**src/rtl/lsu_pkg.sv**
```systemverilog
// rtl/lsu_pkg.sv - shared types and constants for the load/store controller
package lsu_pkg;

    typedef enum logic [1:0] {
        ST_IDLE    = 2'd0,
        ST_ACCESS  = 2'd1,
        ST_CAPTURE = 2'd2,
        ST_RESP    = 2'd3
    } lsu_state_e;

    localparam logic [2:0] F3_B  = 3'b000;
    localparam logic [2:0] F3_H  = 3'b001;
    localparam logic [2:0] F3_W  = 3'b010;
    localparam logic [2:0] F3_BU = 3'b100;
    localparam logic [2:0] F3_HU = 3'b101;

    localparam int MEM_AW_DEF = 12;

endpackage

```
**src/rtl/lsu_align.sv**
```systemverilog
// rtl/lsu_align.sv - byte lanes, store replication, load extension and legality checks
module lsu_align
    import lsu_pkg::*;
(
    input  logic        we_i,
    input  logic [2:0]  funct3_i,
    input  logic [1:0]  addr_lo_i,
    input  logic [31:0] wdata_i,
    input  logic [31:0] mem_rdata_i,
    output logic [3:0]  be_o,
    output logic [31:0] wdata_o,
    output logic [31:0] rdata_o,
    output logic        f3_bad_o,
    output logic        misalign_o
);

    logic [31:0] shifted;

    // Store lane enables and data replicated across every lane the access could hit
    always_comb begin
        be_o    = 4'b0000;
        wdata_o = wdata_i;
        case (funct3_i)
            F3_B: begin
                be_o    = we_i ? (4'b0001 << addr_lo_i) : 4'b0000;
                wdata_o = {4{wdata_i[7:0]}};
            end
            F3_H: begin
                be_o    = we_i ? (4'b0011 << addr_lo_i) : 4'b0000;
                wdata_o = {2{wdata_i[15:0]}};
            end
            F3_W: begin
                be_o    = we_i ? 4'b1111 : 4'b0000;
                wdata_o = wdata_i;
            end
            default: begin
                be_o    = 4'b0000;
                wdata_o = wdata_i;
            end
        endcase
    end

    // Load data: bring the addressed byte/half down to bit 0, then extend
    always_comb begin
        shifted = mem_rdata_i >> {addr_lo_i, 3'b000};
        rdata_o = shifted;
        case (funct3_i)
            F3_B:    rdata_o = {{24{shifted[7]}}, shifted[7:0]};
            F3_BU:   rdata_o = {24'h0, shifted[7:0]};
            F3_H:    rdata_o = {{16{shifted[15]}}, shifted[15:0]};
            F3_HU:   rdata_o = {16'h0, shifted[15:0]};
            default: rdata_o = shifted;
        endcase
    end

    // Width code legality (stores have no unsigned forms) and natural alignment
    always_comb begin
        if (we_i) begin
            f3_bad_o = !(funct3_i == F3_B || funct3_i == F3_H || funct3_i == F3_W);
        end else begin
            f3_bad_o = !(funct3_i == F3_B || funct3_i == F3_H || funct3_i == F3_W ||
                         funct3_i == F3_BU || funct3_i == F3_HU);
        end
        misalign_o = ((funct3_i[1:0] == 2'b01) && addr_lo_i[0]) ||
                     ((funct3_i[1:0] == 2'b10) && (addr_lo_i != 2'b00));
    end

endmodule

```
**src/rtl/lsu_ctrl.sv**
```systemverilog
// rtl/lsu_ctrl.sv - single-outstanding load/store controller for a synchronous word RAM
module lsu_ctrl
    import lsu_pkg::*;
#(
    parameter int MEM_AW = MEM_AW_DEF
) (
    input  logic              clk,
    input  logic              rst_n,
    input  logic              req_valid,
    output logic              req_ready,
    input  logic              req_we,
    input  logic [2:0]        req_funct3,
    input  logic [31:0]       req_addr,
    input  logic [31:0]       req_wdata,
    output logic              rsp_valid,
    input  logic              rsp_ready,
    output logic [31:0]       rsp_rdata,
    output logic              rsp_err,
    output logic              mem_en,
    output logic [3:0]        mem_we,
    output logic [MEM_AW-1:0] mem_adr,
    output logic [31:0]       mem_wdata,
    input  logic [31:0]       mem_rdata
);

    lsu_state_e        state_q, state_d;
    logic              we_q;
    logic [2:0]        f3_q;
    logic [MEM_AW+1:0] addr_q;
    logic [31:0]       wdata_q;
    logic [31:0]       rsp_rdata_q, rsp_rdata_d;
    logic              rsp_err_q, rsp_err_d;
    logic              accept;

    logic              sel_req;
    logic              al_we;
    logic [2:0]        al_f3;
    logic [1:0]        al_addr_lo;
    logic [31:0]       al_wdata;
    logic [3:0]        al_be;
    logic [31:0]       al_wrep;
    logic [31:0]       al_rdata;
    logic              al_f3_bad;
    logic              al_misalign;
    logic              range_bad;
    logic              req_bad;

    // In IDLE the aligner judges the incoming request; afterwards it works on the held fields
    assign sel_req    = (state_q == ST_IDLE);
    assign al_we      = sel_req ? req_we             : we_q;
    assign al_f3      = sel_req ? req_funct3         : f3_q;
    assign al_addr_lo = sel_req ? req_addr[1:0]      : addr_q[1:0];
    assign al_wdata   = sel_req ? req_wdata          : wdata_q;

    lsu_align u_align (
        .we_i        (al_we),
        .funct3_i    (al_f3),
        .addr_lo_i   (al_addr_lo),
        .wdata_i     (al_wdata),
        .mem_rdata_i (mem_rdata),
        .be_o        (al_be),
        .wdata_o     (al_wrep),
        .rdata_o     (al_rdata),
        .f3_bad_o    (al_f3_bad),
        .misalign_o  (al_misalign)
    );

    assign range_bad = |req_addr[31:MEM_AW+2];
    assign req_bad   = al_f3_bad || al_misalign || range_bad;

    // State register; reset abandons whatever access or response is in flight
    always_ff @(posedge clk or negedge rst_n) begin
        if (!rst_n) begin
            state_q     <= ST_IDLE;
            rsp_rdata_q <= 32'h0;
            rsp_err_q   <= 1'b0;
        end else begin
            state_q     <= state_d;
            rsp_rdata_q <= rsp_rdata_d;
            rsp_err_q   <= rsp_err_d;
        end
    end

    // Request fields are captured once, on the accepting edge
    always_ff @(posedge clk or negedge rst_n) begin
        if (!rst_n) begin
            we_q    <= 1'b0;
            f3_q    <= 3'b000;
            addr_q  <= '0;
            wdata_q <= 32'h0;
        end else if (accept) begin
            we_q    <= req_we;
            f3_q    <= req_funct3;
            addr_q  <= req_addr[MEM_AW+1:0];
            wdata_q <= req_wdata;
        end
    end

    // Next-state and response contents
    always_comb begin
        state_d     = state_q;
        rsp_rdata_d = rsp_rdata_q;
        rsp_err_d   = rsp_err_q;
        accept      = 1'b0;
        case (state_q)
            ST_IDLE: begin
                if (req_valid) begin
                    accept      = 1'b1;
                    rsp_rdata_d = 32'h0;
                    rsp_err_d   = req_bad;
                    state_d     = req_bad ? ST_RESP : ST_ACCESS;
                end
            end
            ST_ACCESS: begin
                state_d = we_q ? ST_RESP : ST_CAPTURE;
            end
            ST_CAPTURE: begin
                rsp_rdata_d = al_rdata;
                rsp_err_d   = 1'b0;
                state_d     = ST_RESP;
            end
            ST_RESP: begin
                if (rsp_ready) begin
                    state_d = ST_IDLE;
                end
            end
            default: begin
                state_d = ST_IDLE;
            end
        endcase
    end

    // Memory port is quiet outside ACCESS so reset or errors can never touch the RAM
    always_comb begin
        req_ready = (state_q == ST_IDLE);
        rsp_valid = (state_q == ST_RESP);
        mem_en    = 1'b0;
        mem_we    = 4'b0000;
        mem_adr   = '0;
        mem_wdata = 32'h0;
        if (state_q == ST_ACCESS) begin
            mem_en    = 1'b1;
            mem_we    = al_be;
            mem_adr   = addr_q[MEM_AW+1:2];
            mem_wdata = al_wrep;
        end
    end

    assign rsp_rdata = rsp_rdata_q;
    assign rsp_err   = rsp_err_q;

endmodule

```
**config.mk**
```make
export PLATFORM = sky130hd
export DESIGN_NAME = lsu_ctrl
export DESIGN_NICKNAME = d
export VERILOG_FILES = /design/src/rtl/lsu_pkg.sv /design/src/rtl/lsu_align.sv /design/src/rtl/lsu_ctrl.sv
export SDC_FILE = /design/constraint.sdc
export NUM_CORES = 1
export LEC_CHECK = 0
export CAP_MARGIN = 0
export CORE_ASPECT_RATIO = 0.9
export CORE_MARGIN = 3
export CORE_UTILIZATION = 41
export DETAILED_ROUTE_END_ITERATION = 10
export HOLD_SLACK_MARGIN = 0.05
export PLACE_DENSITY = 0.89
export SETUP_SLACK_MARGIN = 0.1
export SLEW_MARGIN = 20
export SYNTH_ARGS = -nofsm -noshare
export SYNTH_HDL_FRONTEND = slang
export SYNTH_SLANG_ARGS = --single-unit
export TNS_END_PERCENT = 10
```
**constraint.sdc**
```tcl
create_clock -name clk -period 2.2 [get_ports clk]
set_input_delay 0.33 -clock clk [delete_from_list [all_inputs] [get_ports clk]]
set_output_delay 0.33 -clock clk [all_outputs]
set_load 0.01 [all_outputs]
```
Word-level counts from Yosys, hierarchy flattened
Cells that the tools add are included.
- output and inout port bits: 84
- RAM bits: 0
- latch bits: 0
- logic and storage cells: 65
- memories kept: 0
- memory bits (read-only): 0
- input bits: 104
- register bits: 85
- reduce and logical (&&, ||, !) cells: 18
- add/subtract/negate cells: 0
- divide/modulo/power cells: 0
- order comparisons: 0
- shift operators: 3
- multiplexer cells: 26
- equality and inequality tests: 11
- multiply operators: 0
- bitwise gates (word level): 0
- operators by type and width (operator ; count):
    $pmux W32 S2 ; 2
    $pmux W32 S4 ; 1
    $mux W32 ; 3
    $shr A32 B5 Y32 ; 1
    $reduce_or A18 Y1 ; 1
    $mux W4 ; 4
    $mux W12 ; 1
    $pmux W4 S3 ; 1
    $mux W2 ; 4
    $pmux W2 S4 ; 1
    $logic_or A1 B1 Y1 ; 7
    $mux W1 ; 7
    $eq A2 B2 Y1 const B ; 3
    $eq A3 B3 Y1 const B ; 2
    $eq A2 B1 Y1 const B ; 2
    $reduce_and A2 Y1 ; 2
    $reduce_bool A2 Y1 ; 2
    $shl A1 B2 Y4 const A ; 1
    $shl A2 B2 Y4 const A ; 1
    $eq A3 B1 Y1 const B ; 1
    $eq A3 B2 Y1 const B ; 1
    $logic_not A3 Y1 ; 1
    $mux W3 ; 1
    $logic_and A1 B1 Y1 ; 2
    5 further kinds ; 6

Depth between registers and ports, before layout
Gate-level depths: netlist of the first run.
- depth after elaboration: 14
- gate-level depth with buffers: 11
- mapped depth without buffers: 8

Cells and area by module
From an unflattened synthesis of the first run, not the netlist that was laid out.
- cell total of the unflattened synthesis: 494
- area, all modules: 5360.1 µm²
- modules (own cells, without submodules) (module ; instances ; seq. area each (µm²) ; area each (µm²) ; cells each):
    lsu_ctrl ; 1 ; 2127.0 ; 4103.9 ; 307
    lsu_align ; 1 ; 0.0 ; 1256.2 ; 187

Worst setup path after synthesis of the first run
OpenSTA, ideal clock, no wires.
- path kind: register to register
- from: register state_q[0]
- to: register state_q[1]
- data required time: 2080 ps
- buffers on the path: 2
- stages on the path, launching flop included: 10
- library setup time: 120 ps
- arrival time: 2423 ps
- setup slack: -343 ps
- period minus slack after synthesis: 2543 ps
- cell sequence: dfrtp_1 > inv_1 > ha_1 > mux2i_1 > buf_4 > buf_1 > ha_1 > nand2_1 > a211o_1 > a31o_2
- cells in the longest elaborated chain, start to end: 14
- elaborated cells on any way between the ends: 33
- classes of those cells: 11 x eq/ne; 7 x mux; 15 x reduce/logical
- RTL lines (item ; line ; source):
    start, declared ; lsu_ctrl.sv:26 ; lsu_state_e state_q, state_d;
    start signal, assigned ; lsu_ctrl.sv:78 ; state_q <= state_d;
    $logic_not A2 Y1 * ; n/a ;
    via req_ready ; lsu_ctrl.sv:10 ; output logic req_ready,
    $mux W3 ; lsu_ctrl.sv:51 ; assign al_f3 = sel_req ? req_funct3 : f3_q;
    $eq A3 B1 Y1 / $logic_not A3 Y1 (equally long branches) ; lsu_align.sv:59, lsu_align.sv:61 ;
    $logic_or A1 B1 Y1 (2 in a row) ; lsu_align.sv:59, lsu_align.sv:61 ;
    $logic_or A1 B1 Y1 ; lsu_align.sv:61 ; f3_bad_o = !(funct3_i == F3_B || funct3_i == F3_H || funct3_i == F3_W ||
    $logic_or A1 B1 Y1 ; lsu_align.sv:62 ; funct3_i == F3_BU || funct3_i == F3_HU);
    $logic_not A1 Y1 ; lsu_align.sv:61 ;
    $mux W1 ; lsu_align.sv:58 ; if (we_i) begin
    $logic_or A1 B1 Y1 (2 in a row) ; lsu_ctrl.sv:69 ; assign req_bad = al_f3_bad || al_misalign || range_bad;
    $mux W2 ; lsu_ctrl.sv:111 ; state_d = req_bad ? ST_RESP : ST_ACCESS;
    $mux W2 ; lsu_ctrl.sv:107 ; if (req_valid) begin
    $pmux W2 S4 ; lsu_ctrl.sv:105 ; case (state_q)
The timed path passes the listed nets; every way through them passes the cells marked *. The select of a mux whose other input is x is not followed.
A chain may end at the register's enable or synchronous reset.

Worst setup path in the final report of the first run
- from: register state_q[1]
- to: register rsp_rdata_q[19], in the netlist rsp_rdata[19]
- cells in the longest elaborated chain, start to end: 5
- elaborated cells on any way between the ends: 14
- classes of those cells: 5 x eq/ne; 1 x shift; 4 x mux; 4 x reduce/logical
- RTL lines (item ; line ; source):
    $logic_not A2 Y1 ; lsu_ctrl.sv:49, lsu_ctrl.sv:105 ;
    $mux W2 / $mux W3 (equally long branches) ; lsu_ctrl.sv:52, lsu_ctrl.sv:51 ;
    $shr A32 B5 Y32, or another cell as far along ; lsu_align.sv:45 ; shifted = mem_rdata_i >> {addr_lo_i, 3'b000};
    $pmux W32 S4 ; lsu_align.sv:47 ; case (funct3_i)
    $pmux W32 S2 ; lsu_ctrl.sv:105 ;
    end signal, assigned ; lsu_ctrl.sv:79 ; rsp_rdata_q <= rsp_rdata_d;
    end, declared ; lsu_ctrl.sv:31 ; logic [31:0] rsp_rdata_q, rsp_rdata_d;
Parallel ways exist; a longest one is shown, timed or not.

==> metrics.txt, run 1 <==
# TYPE chip_impl_metric gauge
chip_impl_metric{name="detail_route.wl_per_cell",unit="um"} 20.1
chip_impl_metric{name="rows",unit=""} 37
chip_impl_metric{name="wl",unit="um"} 18300
chip_impl_metric{name="synth-seq-area-share",unit="%"} 41.7
chip_impl_info{name="violated_checks",value="setup timing"} 1
chip_impl_metric{name="grt_start_max_net_pins",unit=""} 39
chip_impl_info{name="cell_accounting_for_the_most_synthesized_area",value="sky130_fd_sc_hd__dfrtp_1"} 1
chip_impl_metric{name="detailed_place_hpwl",unit="um"} 13000
chip_impl_metric{name="final_cells",unit=""} 912
chip_impl_metric{name="tritoncts_num_sinks",unit=""} 85
chip_impl_metric{name="area_added_between_synthesis_and_finish",unit="%"} 64.9
chip_impl_metric{name="core-area",unit="sq um"} 11800
chip_impl_metric{name="portion_of_the_clock_cycle_consumed_by_the_worst_path_in_the_final_layout",unit="%"} 115
chip_impl_metric{name="power.leakage",unit="uW"} 0.00379
chip_impl_metric{name="first_pass_grt_wire_length",unit="um"} 28400
chip_impl_metric{name="timing.final.ws_setup",unit="ns"} -0.322
chip_impl_info{name="post_synth_main_area_contributors",value="sky130_fd_sc_hd__dfrtp_1 42%, sky130_fd_sc_hd__mux2_2 11%, sky130_fd_sc_hd__mux2i_1 9.6%, sky130_fd_sc_hd__nand2_1 5.8%, sky130_fd_sc_hd__ha_1 2.0%"} 1
chip_impl_metric{name="route.detailed.vias_per_inst",unit=""} 5.59
chip_impl_metric{name="post-route-util",unit="%"} 71.2
chip_impl_metric{name="holdWs",unit="ns"} 0.502
chip_impl_info{name="sort_of_element_at_the_start_of_the_critical_path",value="flop"} 1
chip_impl_metric{name="crit_arrival",unit="ns"} 2.73
chip_impl_metric{name="grtUsageTotal",unit="%"} 26.0
chip_impl_info{name="status",value="finished with violations"} 1
chip_impl_info{name="cts_root_buffer",value="sky130_fd_sc_hd__clkbuf_16"} 1
chip_impl_metric{name="relative_max_transition_margin",unit="%"} 60.0
chip_impl_metric{name="die_x",unit="um"} 124
chip_impl_info{name="hold_path_class",value="flop to flop"} 1
chip_impl_metric{name="share_of_final_layout_standard_cells_stronger_than_drive_strength_1",unit="%"} 36.5
chip_impl_metric{name="numCtsBuffers",unit=""} 9
chip_impl_info{name="worstSetupPathType",value="flop to flop"} 1
chip_impl_metric{name="die_area",unit="sq um"} 13800
chip_impl_metric{name="remaining_global_route_overflow",unit=""} 0
chip_impl_metric{name="yosysWarnings",unit=""} 0
chip_impl_metric{name="slew_viol_final",unit=""} 0
chip_impl_metric{name="number_of_setup_violations_in_the_final_report",unit=""} 54
chip_impl_metric{name="clk_path_buf_depth",unit=""} 2
chip_impl_metric{name="remaining_drc_errors",unit=""} 0
chip_impl_metric{name="dieHeight",unit="um"} 112
chip_impl_metric{name="ports",unit=""} 188
chip_impl_metric{name="total_power_per_unit_cell_area",unit="nW/um^2"} 1500
chip_impl_metric{name="critical-path-max-stage-delay",unit="ns"} 0.40
chip_impl_metric{name="port-buffer-count",unit=""} 187
chip_impl_metric{name="synthDominantCellAreaShare",unit="%"} 41.7
chip_impl_metric{name="num_antenna_cells",unit=""} 0
chip_impl_metric{name="synth.net_count",unit=""} 605
chip_impl_metric{name="synthesis.area",unit="sq um"} 5100
chip_impl_metric{name="detailedRoute.firstPassIterationCount",unit=""} 5
chip_impl_metric{name="route.antenna.remaining_nets",unit=""} 0
chip_impl_metric{name="vdd_ir_drop_max",unit="uV"} 662
chip_impl_info{name="path_cells",value="inv_2 -> ha_4 -> buf_6 -> mux2i_4 -> inv_2 -> buf_6 -> mux2_4 -> a32oi_4 -> nand2b_4 -> clkbuf_16 -> nand3b_1"} 1
chip_impl_metric{name="gpl.final_weighted_congestion",unit=""} 0.959
chip_impl_info{name="timing.critical_path.to_type",value="flop"} 1
chip_impl_metric{name="drt_iter0_markers",unit=""} 465
chip_impl_metric{name="final_net_count",unit=""} 863
chip_impl_metric{name="synth_seq_cells",unit=""} 85
chip_impl_metric{name="worst_setup_hold_path_clk_slew",unit="ns"} 0.06
chip_impl_metric{name="syn_inst",unit=""} 493
chip_impl_metric{name="floorplan.initialDensity",unit="%"} 43.2
chip_impl_metric{name="post_syn_area_per_cell",unit="sq um"} 10.3
chip_impl_metric{name="period_needed",unit="ns"} 2.52
chip_impl_metric{name="worst_slew_pin_slew",unit="ns"} 0.598
chip_impl_info{name="clock_tree_from_tritoncts",value="built"} 1
chip_impl_metric{name="num_vias",unit=""} 5095
chip_impl_info{name="critPathSlowestCell",value="sky130_fd_sc_hd__dfrtp_1"} 1
chip_impl_info{name="ys_dominant_reg_cell",value="sky130_fd_sc_hd__dfrtp_1"} 1
chip_impl_metric{name="first_global_vias",unit=""} 5356
chip_impl_metric{name="dp_slack",unit="ns"} -0.502
chip_impl_metric{name="antenna_found_initial",unit=""} 0
chip_impl_metric{name="htree_num_levels",unit=""} 3
chip_impl_info{name="rsz0062_at_grt",value="true"} 1
chip_impl_metric{name="worstPathRequired",unit="ns"} 2.41
chip_impl_metric{name="max_freq",unit="GHz"} 0.397
chip_impl_metric{name="synth_edf_count",unit=""} 0
chip_impl_metric{name="critical_path.max_fanout",unit=""} 7
chip_impl_metric{name="clock_insertion_delay_worst_skew",unit="ns"} 0.33
chip_impl_metric{name="numPlacedInstances",unit=""} 866
chip_impl_metric{name="worst_clock_skew",unit="ns"} 0.00552
chip_impl_metric{name="max-cap-violations",unit=""} 0
chip_impl_metric{name="async_flop_share",unit="%"} 100
chip_impl_metric{name="hold_viol",unit=""} 0
chip_impl_metric{name="synth_unique_cells",unit=""} 52
==> synthesized netlist by cell type, types with 2 or more instances <==
cell type	count
sky130_fd_sc_hd__buf_1	6
sky130_fd_sc_hd__buf_4	5
sky130_fd_sc_hd__nor2_1	9
sky130_fd_sc_hd__or4_1	2
sky130_fd_sc_hd__a21oi_1	15
sky130_fd_sc_hd__dfrtp_1	85
sky130_fd_sc_hd__inv_1	4
sky130_fd_sc_hd__o21bai_1	2
sky130_fd_sc_hd__a21o_1	3
sky130_fd_sc_hd__o32ai_1	2
sky130_fd_sc_hd__nand2_1	79
sky130_fd_sc_hd__nand3b_1	7
sky130_fd_sc_hd__o211ai_1	8
sky130_fd_sc_hd__or2_2	2
sky130_fd_sc_hd__and2_1	13
sky130_fd_sc_hd__clkbuf_1	14
sky130_fd_sc_hd__a32o_1	8
sky130_fd_sc_hd__mux2i_1	49
sky130_fd_sc_hd__mux2_2	49
sky130_fd_sc_hd__buf_2	4
sky130_fd_sc_hd__nand2b_1	7
sky130_fd_sc_hd__a22oi_1	12
sky130_fd_sc_hd__nor4_1	4
sky130_fd_sc_hd__ha_1	8
sky130_fd_sc_hd__a22o_1	8
sky130_fd_sc_hd__nor3_1	3
sky130_fd_sc_hd__and3_1	9
sky130_fd_sc_hd__nand3_2	8
sky130_fd_sc_hd__nor2b_1	13
sky130_fd_sc_hd__a221oi_1	9
sky130_fd_sc_hd__nand3_1	8
sky130_fd_sc_hd__buf_6	3
sky130_fd_sc_hd__o21ai_0	16
==> repair_timing <==
item / 4_1_cts / 5_1_grt
hold endpoints to repair: 35 / 0
endpoints found under the setup margin: 83 / 83
buffers inserted: 19 / 6
hold buffers: 1 / 0
gates resized for setup: 212 / 60
pin swaps: 15 / 21
gates cloned: 2 / 2
==> layer usage <==
metal | global-route usage, % | routed length [um] | part of all wire [%] | vias to the layer above
li1 | - | - | - | 2313
met1 | 32.5 | 7220 | 39 | 2484
met2 | 44.4 | 9210 | 50 | 255
met3 | 5.49 | 1260 | 6.9 | 43
met4 | 9.08 | 621 | 3.4 | 0
met5 | 0 | 0 | 0 | -
==> cells by family (layout without fill, tap and decap cells) <==
family | count (synthesis) | in the layout | share of synthesized area (%)
buffers and inverters | 39 | 301 | 4.05
flip-flops | 85 | 85 | 41.7
multiplexers | 100 | 100 | 21.1
AO/OA/AOI/OAI | 92 | 92 | 13.7
AND/OR/NAND/NOR | 169 | 170 | 17.4
adder cells (fa/ha/maj) | 8 | 8 | 1.96
==> power by group <==
part | total (uW) | switching [uW] | internal, uW | leakage (uW)
Combinational | 8340 | 3990 | 4350 | 0.00260
Sequential | 2750 | 484 | 2270 | 0.00105
Clock | 1540 | 626 | 913 | 0.000142
==> cells in the final DEF, fill, tap and decap left out, types with 9 or more instances in the layout <==
cell and instances:
sky130_fd_sc_hd__a21oi_1 13, sky130_fd_sc_hd__mux2i_1 32, sky130_fd_sc_hd__o21ai_0 12, sky130_fd_sc_hd__buf_4 56, sky130_fd_sc_hd__buf_2 33, sky130_fd_sc_hd__nor2b_1 12, sky130_fd_sc_hd__dfrtp_1 85, sky130_fd_sc_hd__and2_1 12
sky130_fd_sc_hd__clkbuf_16 11, sky130_fd_sc_hd__a22oi_1 11, sky130_fd_sc_hd__mux2_2 49, sky130_fd_sc_hd__clkdlybuf4s50_1 135, sky130_fd_sc_hd__mux2i_2 9, sky130_fd_sc_hd__buf_12 11, sky130_fd_sc_hd__buf_6 20, sky130_fd_sc_hd__clkbuf_2 13
sky130_fd_sc_hd__nand2_1 74, sky130_fd_sc_hd__mux2i_4 9
==> worst paths after layout <==
path	depth (start not counted)	end	from	slack, ns
setup reg to reg	11	rsp_rdata[19]$_DFFE_PN0P_	state_q[1]$_DFFE_PN0P_	-0.32
setup / recovery	11	rsp_rdata[19]$_DFFE_PN0P_	state_q[1]$_DFFE_PN0P_	-0.32
hold / removal	1	addr_q[11]$_DFFE_PN0P_	addr_q[11]$_DFFE_PN0P_	0.50
hold reg to reg	1	addr_q[11]$_DFFE_PN0P_	addr_q[11]$_DFFE_PN0P_	0.50
min in group asynchronous	2	wdata_q[17]$_DFFE_PN0P_	rst_n	0.54
max in group asynchronous	3	addr_q[10]$_DFFE_PN0P_	rst_n	1.08
==> worst max-delay path: cells and delay by family (launching register included) <==
family / cells / cell delay (ns)
flip-flops: 1 / 0.40
adder cells (fa/ha/maj): 1 / 0.26
buffers and inverters: 5 / 0.62
AO/OA/AOI/OAI: 1 / 0.18
multiplexers: 2 / 0.61
AND/OR/NAND/NOR: 2 / 0.32
==> metrics by stage <==
stage | area (sq um) | total power (uW) | setup TNS (ns)
2_1_floorplan | 5220 | 6770 | -0.526
3_3_place_gp | 7630 | 9590 | -14.81
3_5_place_dp | 7630 | 9860 | -17.43
4_1_cts | 8220 | 12100 | -11.93
5_1_grt | 8410 | 13300 | -18.21
6_report | 8410 | 12600 | -13.84
==> registers in the layout, summed over array words and instances, names as in the netlist <==
name	count
rsp_rdata	32
state_q	2
addr_q	14
we_q	1
f3_q	3
rsp_err	1
wdata_q	32
==> layout make-up <==
type,count,area (sq um)
sequential,85,2130
tap,156,195
clock inverter,5,58.8
multi-input combinational,370,3130
fill,807,3400
inverter,6,25.0
timing repair buffer,279,2630
clock buffer,11,243
Note: power is estimated with default switching activity, not from simulation.
==> inputs of run 2 (changes only) <==
--- a/config.mk
+++ b/config.mk
@@ -8,13 +8,15 @@
 export CAP_MARGIN = 0
 export CORE_ASPECT_RATIO = 0.9
 export CORE_MARGIN = 3
-export CORE_UTILIZATION = 41
+export CORE_UTILIZATION = 42
 export DETAILED_ROUTE_END_ITERATION = 10
 export HOLD_SLACK_MARGIN = 0.05
 export PLACE_DENSITY = 0.89
 export SETUP_SLACK_MARGIN = 0.1
+export SKIP_LAST_GASP = 1
 export SLEW_MARGIN = 20
 export SYNTH_ARGS = -nofsm -noshare
 export SYNTH_HDL_FRONTEND = slang
+export SYNTH_HIERARCHICAL = 1
 export SYNTH_SLANG_ARGS = --single-unit
 export TNS_END_PERCENT = 10
==> run 2 against run 1 <==
Net effect:
- largest power group unchanged
- clock power rose by 3%
- non-clock buffer count fell by 25
- global-route usage fell by 3.2 points
- fmax fell by 8.3%
- sequential share of layout area rose by 0.34 points
- hold slack barely moved
- register-to-register slack got worse by 0.15 ns
- critical endpoint is now mem_wdata[7]
- area after synthesis rose by 5.2%
- the run still ends with setup timing left
==> metrics.txt, run 2 <==
# TYPE chip_impl_metric gauge
chip_impl_info{name="status",value="finished with violations"} 1
chip_impl_info{name="violated_checks",value="setup timing"} 1
chip_impl_info{name="endpoint",value="mem_wdata[7]"} 1
chip_impl_metric{name="power.total",unit="uW"} 12900
chip_impl_info{name="cts_root_buffer",value="sky130_fd_sc_hd__clkbuf_16"} 1
chip_impl_metric{name="worst_clock_skew",unit="ns"} 0.00445
chip_impl_metric{name="synth.net_count",unit=""} 607
chip_impl_metric{name="max-cap-violations",unit=""} 0
chip_impl_info{name="r2r-end",value="state_q[1]$_DFFE_PN0P_"} 1
chip_impl_metric{name="regToRegSetupSlack",unit="ns"} -0.47
chip_impl_metric{name="hold_viol",unit=""} 0
chip_impl_info{name="r2r_start",value="state_q[0]$_DFFE_PN0P_"} 1
chip_impl_info{name="critPathSlowestCell",value="sky130_fd_sc_hd__clkdlybuf4s50_1"} 1
chip_impl_metric{name="vdd_ir_drop_max",unit="uV"} 1060
chip_impl_info{name="most-common-layout-cells",value="154 x sky130_fd_sc_hd__clkdlybuf4s50_1, 85 x sky130_fd_sc_hd__dfrtp_1, 79 x sky130_fd_sc_hd__mux2_2"} 1
chip_impl_metric{name="die_x",unit="um"} 125
chip_impl_info{name="post_synth_main_area_contributors",value="sky130_fd_sc_hd__dfrtp_1 40%, sky130_fd_sc_hd__mux2_2 22%, sky130_fd_sc_hd__and2_1 5.7%, sky130_fd_sc_hd__a22o_1 5.2%, sky130_fd_sc_hd__mux2i_1 5.0%"} 1
chip_impl_metric{name="post_syn_area_per_cell",unit="sq um"} 10.9
chip_impl_metric{name="crit_cells",unit=""} 8
chip_impl_metric{name="drt_iter0_markers",unit=""} 373
chip_impl_metric{name="async_flop_share",unit="%"} 100
chip_impl_metric{name="tritoncts_num_sinks",unit=""} 85
chip_impl_metric{name="synth_edf_count",unit=""} 0
chip_impl_info{name="worstSetupPathType",value="flop to primary output"} 1
chip_impl_metric{name="portion_of_the_clock_cycle_consumed_by_the_worst_path_in_the_final_layout",unit="%"} 125
chip_impl_info{name="ys_top_cells_by_count",value="104 x sky130_fd_sc_hd__mux2_2, 85 x sky130_fd_sc_hd__dfrtp_1, 49 x sky130_fd_sc_hd__and2_1"} 1
chip_impl_metric{name="route.detailed.vias_per_inst",unit=""} 5.41
chip_impl_metric{name="remaining_drc_errors",unit=""} 0
chip_impl_info{name="final_common_cell",value="sky130_fd_sc_hd__clkdlybuf4s50_1"} 1
chip_impl_metric{name="worst_setup_hold_path_clk_slew",unit="ns"} 0.06
chip_impl_metric{name="detailedRoute.firstPassIterationCount",unit=""} 5
chip_impl_metric{name="power.leakage",unit="uW"} 0.00370
chip_impl_metric{name="gpl.final_weighted_congestion",unit=""} 0.883
chip_impl_metric{name="clk_path_buf_depth",unit=""} 2
chip_impl_info{name="rsz0062_at_grt",value="true"} 1
chip_impl_metric{name="clock_insertion_delay_worst_skew",unit="ns"} 0.34
chip_impl_metric{name="final_net_count",unit=""} 829
chip_impl_metric{name="wl",unit="um"} 16500
chip_impl_metric{name="first_pass_grt_wire_length",unit="um"} 26300
chip_impl_metric{name="rows",unit=""} 38
chip_impl_metric{name="htree_num_levels",unit=""} 3
chip_impl_metric{name="yosysWarnings",unit=""} 6
chip_impl_metric{name="detail_route.wl_per_cell",unit="um"} 18.7
chip_impl_info{name="cell_accounting_for_the_most_synthesized_area",value="sky130_fd_sc_hd__dfrtp_1"} 1
chip_impl_metric{name="post-route-cell-area",unit="sq um"} 8290
chip_impl_metric{name="timing.final.ws_setup",unit="ns"} -0.551
chip_impl_info{name="hold_path_class",value="flop to flop"} 1
chip_impl_metric{name="crit_buf_inv",unit=""} 5
chip_impl_metric{name="numCtsBuffers",unit=""} 9
chip_impl_metric{name="detailed_place_hpwl",unit="um"} 11800
chip_impl_info{name="clock_tree_from_tritoncts",value="built"} 1
chip_impl_info{name="hold_start",value="addr_q[2]$_DFFE_PN0P_"} 1
chip_impl_metric{name="syn_inst",unit=""} 494
chip_impl_metric{name="period_needed",unit="ns"} 2.75
chip_impl_metric{name="ports",unit=""} 188
chip_impl_info{name="crit_path_start",value="state_q[0]$_DFFE_PN0P_"} 1
chip_impl_info{name="ys_dominant_reg_cell",value="sky130_fd_sc_hd__dfrtp_1"} 1
chip_impl_metric{name="relative_max_transition_margin",unit="%"} 63.0
chip_impl_metric{name="antenna_found_initial",unit=""} 0
chip_impl_metric{name="max_freq",unit="GHz"} 0.364
chip_impl_metric{name="num_vias",unit=""} 4772
chip_impl_metric{name="slew_viol_final",unit=""} 0
chip_impl_metric{name="crit_arrival",unit="ns"} 2.42
chip_impl_metric{name="grt_start_max_net_pins",unit=""} 47
chip_impl_metric{name="dp_slack",unit="ns"} -0.577
chip_impl_metric{name="postPlaceCellArea",unit="sq um"} 7570
chip_impl_info{name="cell_family_with_most_cp_delay",value="buffers and inverters"} 1
chip_impl_metric{name="critical-path-max-stage-delay",unit="ns"} 0.47
chip_impl_metric{name="worstPathRequired",unit="ns"} 1.87
chip_impl_metric{name="die_area",unit="sq um"} 14200
chip_impl_metric{name="synthesis.area",unit="sq um"} 5360
chip_impl_metric{name="remaining_global_route_overflow",unit=""} 0
chip_impl_metric{name="share_of_final_layout_standard_cells_stronger_than_drive_strength_1",unit="%"} 35.1
chip_impl_metric{name="area_added_between_synthesis_and_finish",unit="%"} 54.7
chip_impl_info{name="sort_of_element_at_the_start_of_the_critical_path",value="flop"} 1
chip_impl_metric{name="dieHeight",unit="um"} 113
chip_impl_metric{name="route.antenna.remaining_nets",unit=""} 0
chip_impl_metric{name="grtUsageTotal",unit="%"} 22.9
chip_impl_metric{name="port-buffer-count",unit=""} 187
chip_impl_metric{name="first_global_vias",unit=""} 5011
chip_impl_metric{name="core-area",unit="sq um"} 12300
chip_impl_metric{name="synth_unique_cells",unit=""} 34
chip_impl_metric{name="worst_slew_pin_slew",unit="ns"} 0.556
chip_impl_metric{name="floorplan.initialDensity",unit="%"} 43.7
chip_impl_metric{name="number_of_setup_violations_in_the_final_report",unit=""} 83
chip_impl_info{name="timing.critical_path.to_type",value="primary output"} 1
chip_impl_info{name="synth.most_common_cell",value="sky130_fd_sc_hd__mux2_2"} 1
chip_impl_metric{name="cell_depth_of_the_worst_flop_to_flop_path",unit=""} 13
chip_impl_metric{name="total_power_per_unit_cell_area",unit="nW/um^2"} 1560
chip_impl_metric{name="critical_path.max_fanout",unit=""} 8
chip_impl_metric{name="synthDominantCellAreaShare",unit="%"} 39.7
chip_impl_metric{name="synth-seq-area-share",unit="%"} 39.7
chip_impl_info{name="path_cells",value="inv_2 -> ha_4 -> buf_4 -> buf_8 -> buf_12 -> mux2_2 -> and2_1 -> clkdlybuf4s50_1"} 1
chip_impl_metric{name="synth_seq_cells",unit=""} 85
run 2: cell count changes in the layout (fill, tap and decap cells not counted), sizes merged, moves of 9 or more:
cell and change:
mux2i -22, clkbuf -11, clkdlybuf4s50 +19, a22oi -12, buf -31, a22o +24
and2 +36, nand3 -15, mux2 +54, and3 -9, nand2 -59, nor2 +21
a221oi -9, a21oi +12
run 2: layout make-up:
cell class | instances | area, sq um
clock buffers | 13 | 270
multi-input cells | 360 | 3120
repair buffers | 254 | 2510
clock inverters | 3 | 42.5
diodes | 1 | 2.50
fillers | 886 | 3970
inverters | 6 | 27.5
well taps | 160 | 200
flip-flops and latches | 85 | 2130
run 2: cell families after synthesis:
| logic type | share of synthesized area, % |
|---|---|
| mux | 27.1 |
| simple gates | 12.6 |
| compound gates | 12.3 |
| flops | 39.7 |
| buf+inv | 6.19 |
| fa+ha+maj | 2.10 |
run 2: worst min-delay path by stage:
| stage | cells past startpoint | slack, ns | endpoint |
|---|---|---|---|
| final | 1 | 0.50 | addr_q[2]$_DFFE_PN0P_ |
| after global routing | 1 | 0.52 | rsp_rdata[18]$_DFFE_PN0P_ |
| after CTS | 1 | 0.50 | addr_q[2]$_DFFE_PN0P_ |
| after detailed placement | 1 | 0.36 | wdata_q[6]$_DFFE_PN0P_ |
| after global placement | 1 | 0.34 | wdata_q[6]$_DFFE_PN0P_ |
| after floorplan | 0 | 0.03 | addr_q[0]$_DFFE_PN0P_ |
run 2: per-stage QoR:
stage                     TNS (ns)  instances  utilization [%]  hold WS, ns
final                       -28.68        882             67.6        0.502
after global routing        -37.54        881             67.6        0.517
after CTS                   -31.17        871             66.0        0.505
after detailed placement    -20.16        837             61.7        0.360
after global placement      -17.61        837             61.7        0.339
after floorplan              -9.11        494                -       0.0344
run 2: routing by layer:
layer	part of all wire [%]	track usage [%]	wire length, um	vias to the layer above
li1	-	-	-	2197
met1	40	28.6	6660	2345
met2	50	38.4	8230	209
met3	8.0	7.03	1320	21
met4	1.9	6.65	315	0
met5	0	0	0	-
run 2: what timing repair did:
item / in CTS / in global routing
gates resized for setup: 144 / 45
setup endpoints to repair: 83 / 84
buffers inserted: 14 / 11
hold endpoints to repair: 39 / 0
hold buffers: 1 / 0
gates cloned: 3 / 0
pin swaps: 8 / 10
run 2: where the power goes:
group,switching [uW],internal [uW]
sequential,399,2310
combinational,3840,4810
clock,605,971
